$ cat src/rtl/mmio_uart_tx.sv
// Memory-mapped 8N1 UART transmitter: a 3-register window on the CPU data port,
// an 8-entry byte FIFO and a serializer that drains it onto tx.
`timescale 1ns/1ps
module mmio_uart_tx #(
  parameter logic [31:0] BASE         = 32'hFFFF_0000,
  parameter int          CLKS_PER_BIT = 16,
  parameter int          DEPTH        = 8
) (
  input  logic        clk,
  input  logic        reset,
  input  logic [31:0] raddr,
  output logic [31:0] rdata,
  output logic        rhit,
  input  logic        wen,
  input  logic [31:0] waddr,
  input  logic [31:0] wdata,
  output logic        tx
);
  localparam int AW = $clog2(DEPTH);
  localparam int CW = AW + 1;
  localparam logic [31:0] ADDR_TXDATA  = BASE;
  localparam logic [31:0] ADDR_STATUS  = BASE + 32'd4;
  localparam logic [31:0] ADDR_DIVISOR = BASE + 32'd8;

  typedef enum logic [1:0] {IDLE, START, DATA, STOP} state_t;

  state_t        state_reg, state_next;
  logic [15:0]   bit_cnt_reg, bit_cnt_next;
  logic [15:0]   reload_reg, reload_next;
  logic [2:0]    bit_idx_reg, bit_idx_next;
  logic [7:0]    shift_data_reg;

  logic [7:0]    fifo_mem [0:DEPTH-1];
  logic [AW-1:0] wr_ptr_reg, rd_ptr_reg;
  logic [CW-1:0] count_reg;
  logic          overflow_reg;
  logic [15:0]   divisor_reg;
  logic [31:0]   rdata_reg;
  logic          rhit_reg;

  logic          fifo_empty, fifo_full, busy;
  logic          pop, push, wr_txdata, wr_status, wr_divisor, drop;
  logic [31:0]   status_word, rd_word;
  logic          rd_hit;
  logic          unused_wdata_hi;

  assign unused_wdata_hi = ^wdata[31:16];

  assign fifo_empty = (count_reg == '0);
  assign fifo_full  = (count_reg == CW'(DEPTH));
  assign busy       = (state_reg != IDLE);

  assign wr_txdata  = wen && (waddr == ADDR_TXDATA);
  assign wr_status  = wen && (waddr == ADDR_STATUS);
  assign wr_divisor = wen && (waddr == ADDR_DIVISOR);
  // A pop in the same cycle frees the slot, so a full FIFO can still accept.
  assign push       = wr_txdata && (!fifo_full || pop);
  assign drop       = wr_txdata && !push;

  always_comb begin
    state_next   = state_reg;
    bit_cnt_next = bit_cnt_reg;
    reload_next  = reload_reg;
    bit_idx_next = bit_idx_reg;
    pop          = 1'b0;
    case (state_reg)
      IDLE: begin
        if (!fifo_empty) begin
          pop          = 1'b1;
          state_next   = START;
          reload_next  = divisor_reg - 16'd1;
          bit_cnt_next = divisor_reg - 16'd1;
        end
      end
      START: begin
        if (bit_cnt_reg == '0) begin
          state_next   = DATA;
          bit_cnt_next = reload_reg;
          bit_idx_next = 3'd0;
        end else begin
          bit_cnt_next = bit_cnt_reg - 16'd1;
        end
      end
      DATA: begin
        if (bit_cnt_reg == '0) begin
          bit_cnt_next = reload_reg;
          if (bit_idx_reg == 3'd7) state_next = STOP;
          else                     bit_idx_next = bit_idx_reg + 3'd1;
        end else begin
          bit_cnt_next = bit_cnt_reg - 16'd1;
        end
      end
      STOP: begin
        if (bit_cnt_reg == '0) begin
          if (!fifo_empty) begin
            pop          = 1'b1;
            state_next   = START;
            reload_next  = divisor_reg - 16'd1;
            bit_cnt_next = divisor_reg - 16'd1;
          end else begin
            state_next   = IDLE;
          end
        end else begin
          bit_cnt_next = bit_cnt_reg - 16'd1;
        end
      end
      default: state_next = IDLE;
    endcase
  end

  // Decoded from state so tx goes high as soon as reset clears the FSM.
  assign tx = (state_reg == START) ? 1'b0 :
              (state_reg == DATA)  ? shift_data_reg[bit_idx_reg] : 1'b1;

  always_ff @(posedge clk or negedge reset) begin
    if (!reset) begin
      state_reg   <= IDLE;
      bit_cnt_reg <= '0;
      reload_reg  <= '0;
      bit_idx_reg <= '0;
    end else begin
      state_reg   <= state_next;
      bit_cnt_reg <= bit_cnt_next;
      reload_reg  <= reload_next;
      bit_idx_reg <= bit_idx_next;
    end
  end

  always_ff @(posedge clk) begin
    if (push) fifo_mem[wr_ptr_reg] <= wdata[7:0];
    if (pop)  shift_data_reg <= fifo_mem[rd_ptr_reg];
  end

  always_ff @(posedge clk or negedge reset) begin
    if (!reset) begin
      wr_ptr_reg <= '0;
      rd_ptr_reg <= '0;
      count_reg  <= '0;
    end else begin
      if (push) wr_ptr_reg <= wr_ptr_reg + AW'(1);
      if (pop)  rd_ptr_reg <= rd_ptr_reg + AW'(1);
      if (push && !pop)      count_reg <= count_reg + CW'(1);
      else if (pop && !push) count_reg <= count_reg - CW'(1);
    end
  end

  always_ff @(posedge clk or negedge reset) begin
    if (!reset) begin
      overflow_reg <= 1'b0;
      divisor_reg  <= 16'(CLKS_PER_BIT);
    end else begin
      if (drop)           overflow_reg <= 1'b1;
      else if (wr_status) overflow_reg <= 1'b0;
      if (wr_divisor) divisor_reg <= (wdata[15:0] == '0) ? 16'd1 : wdata[15:0];
    end
  end

  assign status_word = ((32'(count_reg) << 4) |
                        {28'b0, overflow_reg, busy, fifo_empty, fifo_full}) & 32'h0000_00FF;

  always_comb begin
    rd_word = '0;
    rd_hit  = 1'b0;
    if (raddr == ADDR_TXDATA) begin
      rd_hit  = 1'b1;
    end else if (raddr == ADDR_STATUS) begin
      rd_hit  = 1'b1;
      rd_word = status_word;
    end else if (raddr == ADDR_DIVISOR) begin
      rd_hit  = 1'b1;
      rd_word = {16'b0, divisor_reg};
    end
  end

  always_ff @(posedge clk or negedge reset) begin
    if (!reset) begin
      rdata_reg <= '0;
      rhit_reg  <= 1'b0;
    end else begin
      rdata_reg <= rd_word;
      rhit_reg  <= rd_hit;
    end
  end

  assign rdata = rdata_reg;
  assign rhit  = rhit_reg;
endmodule

$ cat config.mk
export PLATFORM = sky130hd
export DESIGN_NAME = mmio_uart_tx
export DESIGN_NICKNAME = d
export VERILOG_FILES = /design/src/rtl/mmio_uart_tx.sv
export SDC_FILE = /design/constraint.sdc
export NUM_CORES = 1
export LEC_CHECK = 0
export CAP_MARGIN = 25
export CORE_ASPECT_RATIO = 1.5
export CORE_MARGIN = 2
export CORE_UTILIZATION = 53
export CTS_CLUSTER_DIAMETER = 60
export CTS_CLUSTER_SIZE = 8
export DETAILED_ROUTE_END_ITERATION = 10
export GPL_TIMING_DRIVEN = 0
export PLACE_DENSITY = 0.87
export SLEW_MARGIN = 0
export SYNTH_ARGS = -nofsm -noshare
export SYNTH_HDL_FRONTEND = slang
export SYNTH_SLANG_ARGS = --single-unit
export TNS_END_PERCENT = 5
$ cat constraint.sdc
create_clock -name clk -period 3.7 [get_ports clk]
set_input_delay 0.37 -clock clk [delete_from_list [all_inputs] [get_ports clk]]
set_output_delay 0.37 -clock clk [all_outputs]
set_load 0.02 [all_outputs]
==> reports/qor.csv <==
stage;metric;value;unit
cts;clock sinks;153;
setup_path;CP Max Fanout;10;
place;# placed instances;865;
sta;skew final;7.76;ps
power;Logic pwr share;4.5;%
synthesis;EDFF count, synth;72;
place;RD Place Congestion;0.964;
grt;largest net degree at the start of global routing;43;
drt;vias per std cell;6.09;
cts;worst skew pair latency;420;ps
synthesis;post-synthesis cell type count;64;
place;pre-CTS setup slack;-408;ps
setup_path;crit path launch type;flop;
drt;drt initial violations;387;
grt;initial antenna violation count;0;
synthesis;Synth area leader;edfxtp_1;
final_layout;Inserted Diodes;0;
synthesis;Synth Instances;584;
sta;Worst Setup Slack, final;273;ps
floorplanning;Initial Util;54.6;%
sta;Final setup viols;0;
sta;TNS Setup;0;ps
grt;first-pass GRT wire length;29400;µm
cts;CTS Buffer Depth;2;
sta;Worst Tran Pin Value;895;ps
synthesis;Syn Std Cell Area;7380;µm²
sta;Rel. slew slack;39.8;%
cts;CTS tree;yes;
drt;WL final;18500;µm
setup_path;Crit. End Element;flop;
drt;Vias;5475;
cts;CTS H-tree depth;4;
floorplanning;num rows;52;
synthesis;largest cells by area after synthesis;edfxtp_1, dfrtp_1, mux4_2;
power;Net Sw Frac;23.9;%
power;Switching Power;877;µW
sta;FMAX;0.292;GHz
drt;Routed Antenna Nets;0;
grt;grt ovf;0;
floorplanning;Top Ports;133;
sta;min Tclk post-route;3430;ps
final_layout;share of cells above drive strength 1;16.7;%
cts;Clock transition at path regs;70;ps
cts;CTS buffer count;17;
synthesis;Ys Warns;0;
final_layout;fin nets;839;
drt;1st-pass router iterations;5;
setup_path;critical path required time;4000;ps
synthesis;post-synth top area share;29.3;%
power;clock network fraction of design power;46.8;%
drt;drt wl/cell;20.6;µm
power;P per Cell Area;393;nW/µm²
power;P_leak;3.70;nW
drt;# DRC;0;
final_layout;Non-Filler Instances;899;
place;HPWL after DPL;13700;µm
final_layout;Largest register FFs;64;
setup_path;critical path arrival;3730;ps
worst_hold_path;worst hold-check path type;in2async;
synthesis;post-synthesis sequential area ratio;56.8;%
final_layout;area growth from synthesis to layout;26.2;%
final_layout;most flop-heavy register;fifo_mem;
sta;Fin. Hold Viols;0;
cts;Root Buffer Master;clkbuf_16;
floorplanning;Die Area;14900;µm²
place;Buffers on Ports;100;
job;max-cap violations;0;
sta;Final Max Slew Viols;0;
power;sequential group share of total power;48.7;%
synthesis;FF+latch count, synth;153;
synthesis;mean post-synth cell area;12.6;µm²
grt;Total Routing Usage GR;26.1;%
power;peak supply drop;326;µV
floorplanning;Core Area;13500;µm²
synthesis;commonest register cell after synthesis;dfrtp_1;
sta;RSZ-0062 raised after global routing;false;
floorplanning;Die H;149;µm
grt;vias in the first global route;5672;
synthesis;Post-synth ARST share;52.9;%
place;Placed Area;8680;µm²
power;cell-internal power;2.79;mW
run_status;status;complete, no violations;
final_layout;cell area after layout;9320;µm²
sta;period utilization;92.6;%
floorplanning;die width;100;µm
setup_path;critical path type;reg2reg;
==> synth_stat cells, drive strengths merged (6+ instances only) <==
master  number
xnor2       16
a211oi       6
dfrtp       80
nand2       32
a22oi       10
and2         8
ha          15
buf         24
nor4        16
edfxtp      72
nor2        42
mux2        29
xor2        15
clkbuf      21
nand4       14
nand3        7
inv         12
a21oi       19
nor3        17
o21ai       25
mux4        18
or4         10
==> critical path, stage by stage, from the launching register on <==
cell     delay, ps
dfrtp_1        430
inv_1          130
ha_1           160
nor4b_2        300
and4_1         220
buf_2          250
a21oi_1        170
nor3_4         280
inv_1          100
ha_1           230
inv_1          120
ha_1           240
a21o_1         170
a21oi_1        170
xnor2_1        130
nor2_1          60
xor2_1         140
==> cell usage in the layout (no fill, tap or decap), drive strengths merged, types with 10 or more instances in the layout <==
cell and count:
clkdlybuf4s50 99, dfrtp 80, edfxtp 72, nor2 42, clkbuf 38, nand2 32, buf 30, mux2 29
o21ai 25, inv 21, a21oi 19, mux4 18, nor3 17, xnor2 16, conb 16, nor4 16
xor2 15, ha 15, nand4 14, a22oi 10, or4 10
==> final timing paths <==
check                          startpoint              to  slack [ps]  depth (start not counted)
max in group asynchronous           reset  bit_idx_reg[1]        2620                          3
min in group clk           reload_reg[15]  reload_reg[15]         480                          1
max reg2reg                bit_cnt_reg[0]    count_reg[3]         270                         16
min                                 reset       rdata[14]         470                          2
max                        bit_cnt_reg[0]    count_reg[3]         270                         16
min reg2reg                reload_reg[15]  reload_reg[15]         480                          1
==> area by class of cell <==
cell class | count | area (µm²)
multi-input cells | 389 | 3000
fillers | 954 | 4210
plain buffers | 45 | 234
well taps | 162 | 203
flip-flops and latches | 153 | 4190
inverters | 12 | 45.0
repair buffers | 106 | 1050
clock buffers | 17 | 425
clock inverters | 15 | 168
==> cells by family after synthesis <==
logic type / Yosys count / share of synthesized area (%)
buffers and inverters: 57 / 3.78
muxes: 50 / 10.3
xor gates and xnor gates: 31 / 3.68
other: 1 / 0.0508
DFF: 153 / 56.8
and+or+nand+nor: 172 / 12.8
adders and majority gates: 16 / 2.81
AOI/OAI and AO/OA: 104 / 9.78
==> routing by layer <==
layer  vias up  part of all wire (%)  wire length, µm  global-route usage (%)
met5         -                     0                0                       0
met4         0                   4.7              873                    13.8
met3        64                   4.9              902                    5.55
met2       257                    56            10300                    47.5
met1      2674                    35             6410                    27.9
li1       2480                     -                -                       -
==> repair_timing <==
action | 4_1_cts | 5_1_grt
endpoints found under the setup margin | 3 | 1
pin swaps | 1 | 0
hold buffers | 1 | 0
gates cloned | 0 | 0
setup buffers | 1 | 0
endpoints found under the hold margin | 38 | 0
resized for setup | 1 | 3
==> metrics by stage <==
stage               utilization, %  total power [mW]  hold slack [ps]
global placement              63.9              1.98              463
CTS                           68.7              3.68              480
global route                  68.9              3.77              511
finish                        68.9              3.67              466
floorplan                        -              1.86             74.4
detailed placement            64.1              1.98              384
==> power groups by stage <==
stage	Sequential [mW]	Clock (mW)	Combinational [mW]
finish	1.79	1.72	0.165
detailed placement	1.82	0	0.163
global placement	1.82	0	0.156
CTS	1.79	1.73	0.165
global route	1.79	1.81	0.178
floorplan	1.82	0	0.0381
(Power assumes the default switching activity.)
==> edit: new RTL, same flow settings <==
Set the parameter `DEPTH` to 4 (it was 8).
--- a/src/rtl/mmio_uart_tx.sv
+++ b/src/rtl/mmio_uart_tx.sv
@@ -5,5 +5,5 @@
   parameter logic [31:0] BASE         = 32'hFFFF_0000,
   parameter int          CLKS_PER_BIT = 16,
-  parameter int          DEPTH        = 8
+  parameter int          DEPTH        = 4
 ) (
   input  logic        clk,
Formal check against the unedited RTL: not equivalent (a bounded check fails within 10 cycles, from zero or initial values and one cycle with reset low).
==> edit against the original RTL <==
  * Clock power is 6% lower
  * Synthesized cell count is 18% lower
  * Worst setup slack worse by 0.047 ns
  * Wire length is 19% lower
  * Final area is 17% lower
  * First-iteration DRC count is 20% lower
  * Via count is 16% lower
  * Power is 15% lower
  * Sequential power is 25% lower
  * Sequential cell count is 35 lower
  * Synthesized area is 21% lower
  * Critical path type unchanged
  * Largest cell class unchanged
  * Highest routed layer unchanged
==> edit: results (changes against the original RTL) <==
- Leakage power: 3.10 nW (was 3.70 nW)
- Detailed-route vias per instance: 5.92 (was 6.09)
- Run status: complete, no violations (unchanged).
- Normalized max-slew margin: 39.5% (was 39.8%)
- CP Capture Point: count_reg[1]$_DFFE_PN0P_ (was count_reg[3]$_DFFE_PN0P_)
- Post-cts sizing count: 0 (was 1)
- Maximum clock path buffer count: 2 (unchanged)
- Highest-delay cell along the critical path: nor3_1 (was dfrtp_1)
* Hpwl dp: 10.7 mm (was 13.7 mm)
* Cell area power density: 404 mW/mm2 (was 393 mW/mm2)
* Count of flip-flops with a built-in enable after synthesis: 40 (was 72)
- The maximum vdd drop came to 0.393 mV (was 0.326 mV).
- Post-synthesis adder-cell area fraction: 3.55% (was 2.81%)
- XOR/XNOR share of the synthesized area: 4.64% (was 3.68%)
* Crit path DAT: 3.78 ns (was 3.73 ns)
- FILL cells: 670 (was 954)
- Synth cell count leaders: 77 x dfrtp_1, 53 x nor2_1, 40 x edfxtp_1 (was 80 x dfrtp_1, 72 x edfxtp_1, 42 x nor2_1).
- The area fraction in compound gates after synthesis came to 10.7% (was 9.78%).
- The power in the clock group was 0.00161 W (was 0.00172 W).
- Overall power after layout: 0.00312 W (was 0.00367 W)
- The maximum number of pins on one net before global-route repair is 50 (was 43).
- Reg2Reg Setup Slack: 0.23 ns (was 0.27 ns)
* Buffer count from post-CTS setup fixing: 0 (was 1)
* Switch Pwr: 0.000684 W (was 0.000877 W)
- DR iter-0 viols: 310 (was 387)
- Sequential cell area fraction in the yosys report: 53.9% (was 56.8%)
- R2R depth: 12 (was 16)
* Vias in the first global route: 4688 (was 5672)
- Fraction of synthesized area in multiplexers: 8.27% (was 10.3%)
- Biggest fanout along the worst timing path: 8 (was 10)
- Via count: 4593 (was 5475)
* # placed instances: 743 (was 865)
- The instance count of the mapped netlist is 479 (was 584).
- Asr flop ratio synth: 66.1% (was 52.9%)
- After clock tree synthesis, the clock-pin slew on the worst setup and hold paths is ~0.060 ns.
* Wire length of the first global-routing pass: 24.0 mm (was 29.4 mm)
- Placed instance area: 0.00712 mm2 (was 0.00868 mm2)
- The clock skew after layout was 0.00454 ns (was 0.00776 ns).
* Logic pwr share: 5.2% (was 4.5%)
- Gr usage total: 26.0% (was 26.1%)
- Number of flip-flops in the largest register: 32 (was 64)
- Ranking of synthesized cells by area: dfrtp_1 33%, edfxtp_1 21%, mux4_2 3.8% (was edfxtp_1 29%, dfrtp_1 27%, mux4_2 5.5%).
- The average wire per standard cell is 19.3 um (was 20.6 um).
- Synth unique cells: 62 (was 64)
* Hold Worst Slack: 0.453 ns (was 0.466 ns)
edit: how the worst min path moves through the flow:
stage / depth (start not counted) / start / to
floorplan: 0 / reset / bit_cnt_reg[0]$_DFF_PN0_
global placement: 1 / reload_reg[10]$_DFFE_PN0P_ / bit_cnt_reg[10]$_DFF_PN0_
detailed placement: 1 / reset / divisor_reg[10]$_DFFE_PN0P_
CTS: 2 / reset / divisor_reg[10]$_DFFE_PN0P_
global route: 2 / reset / divisor_reg[10]$_DFFE_PN0P_
finish: 2 / reset / divisor_reg[10]$_DFFE_PN0P_
edit: area by class of cell:
type                       instances  area share [%]
inverter                          14           0.681
clock buffer                      17            5.51
buffer                            33            2.61
multi-input combinational        329            32.4
clock inverter                    15            2.04
sequential                       118            40.9
tap                              147            2.38
timing repair buffer             103            13.5
edit: layer usage:
metal  wire length [um]  vias up  share of wire (%)  track usage [%]
met2               8010      285                 54             47.1
met5                  0        -                  0                0
li1                   -     2043                  -                -
met1               5230     2216                 35             27.9
met4                722        0                4.8             15.3
met3                976       49                6.5             5.47
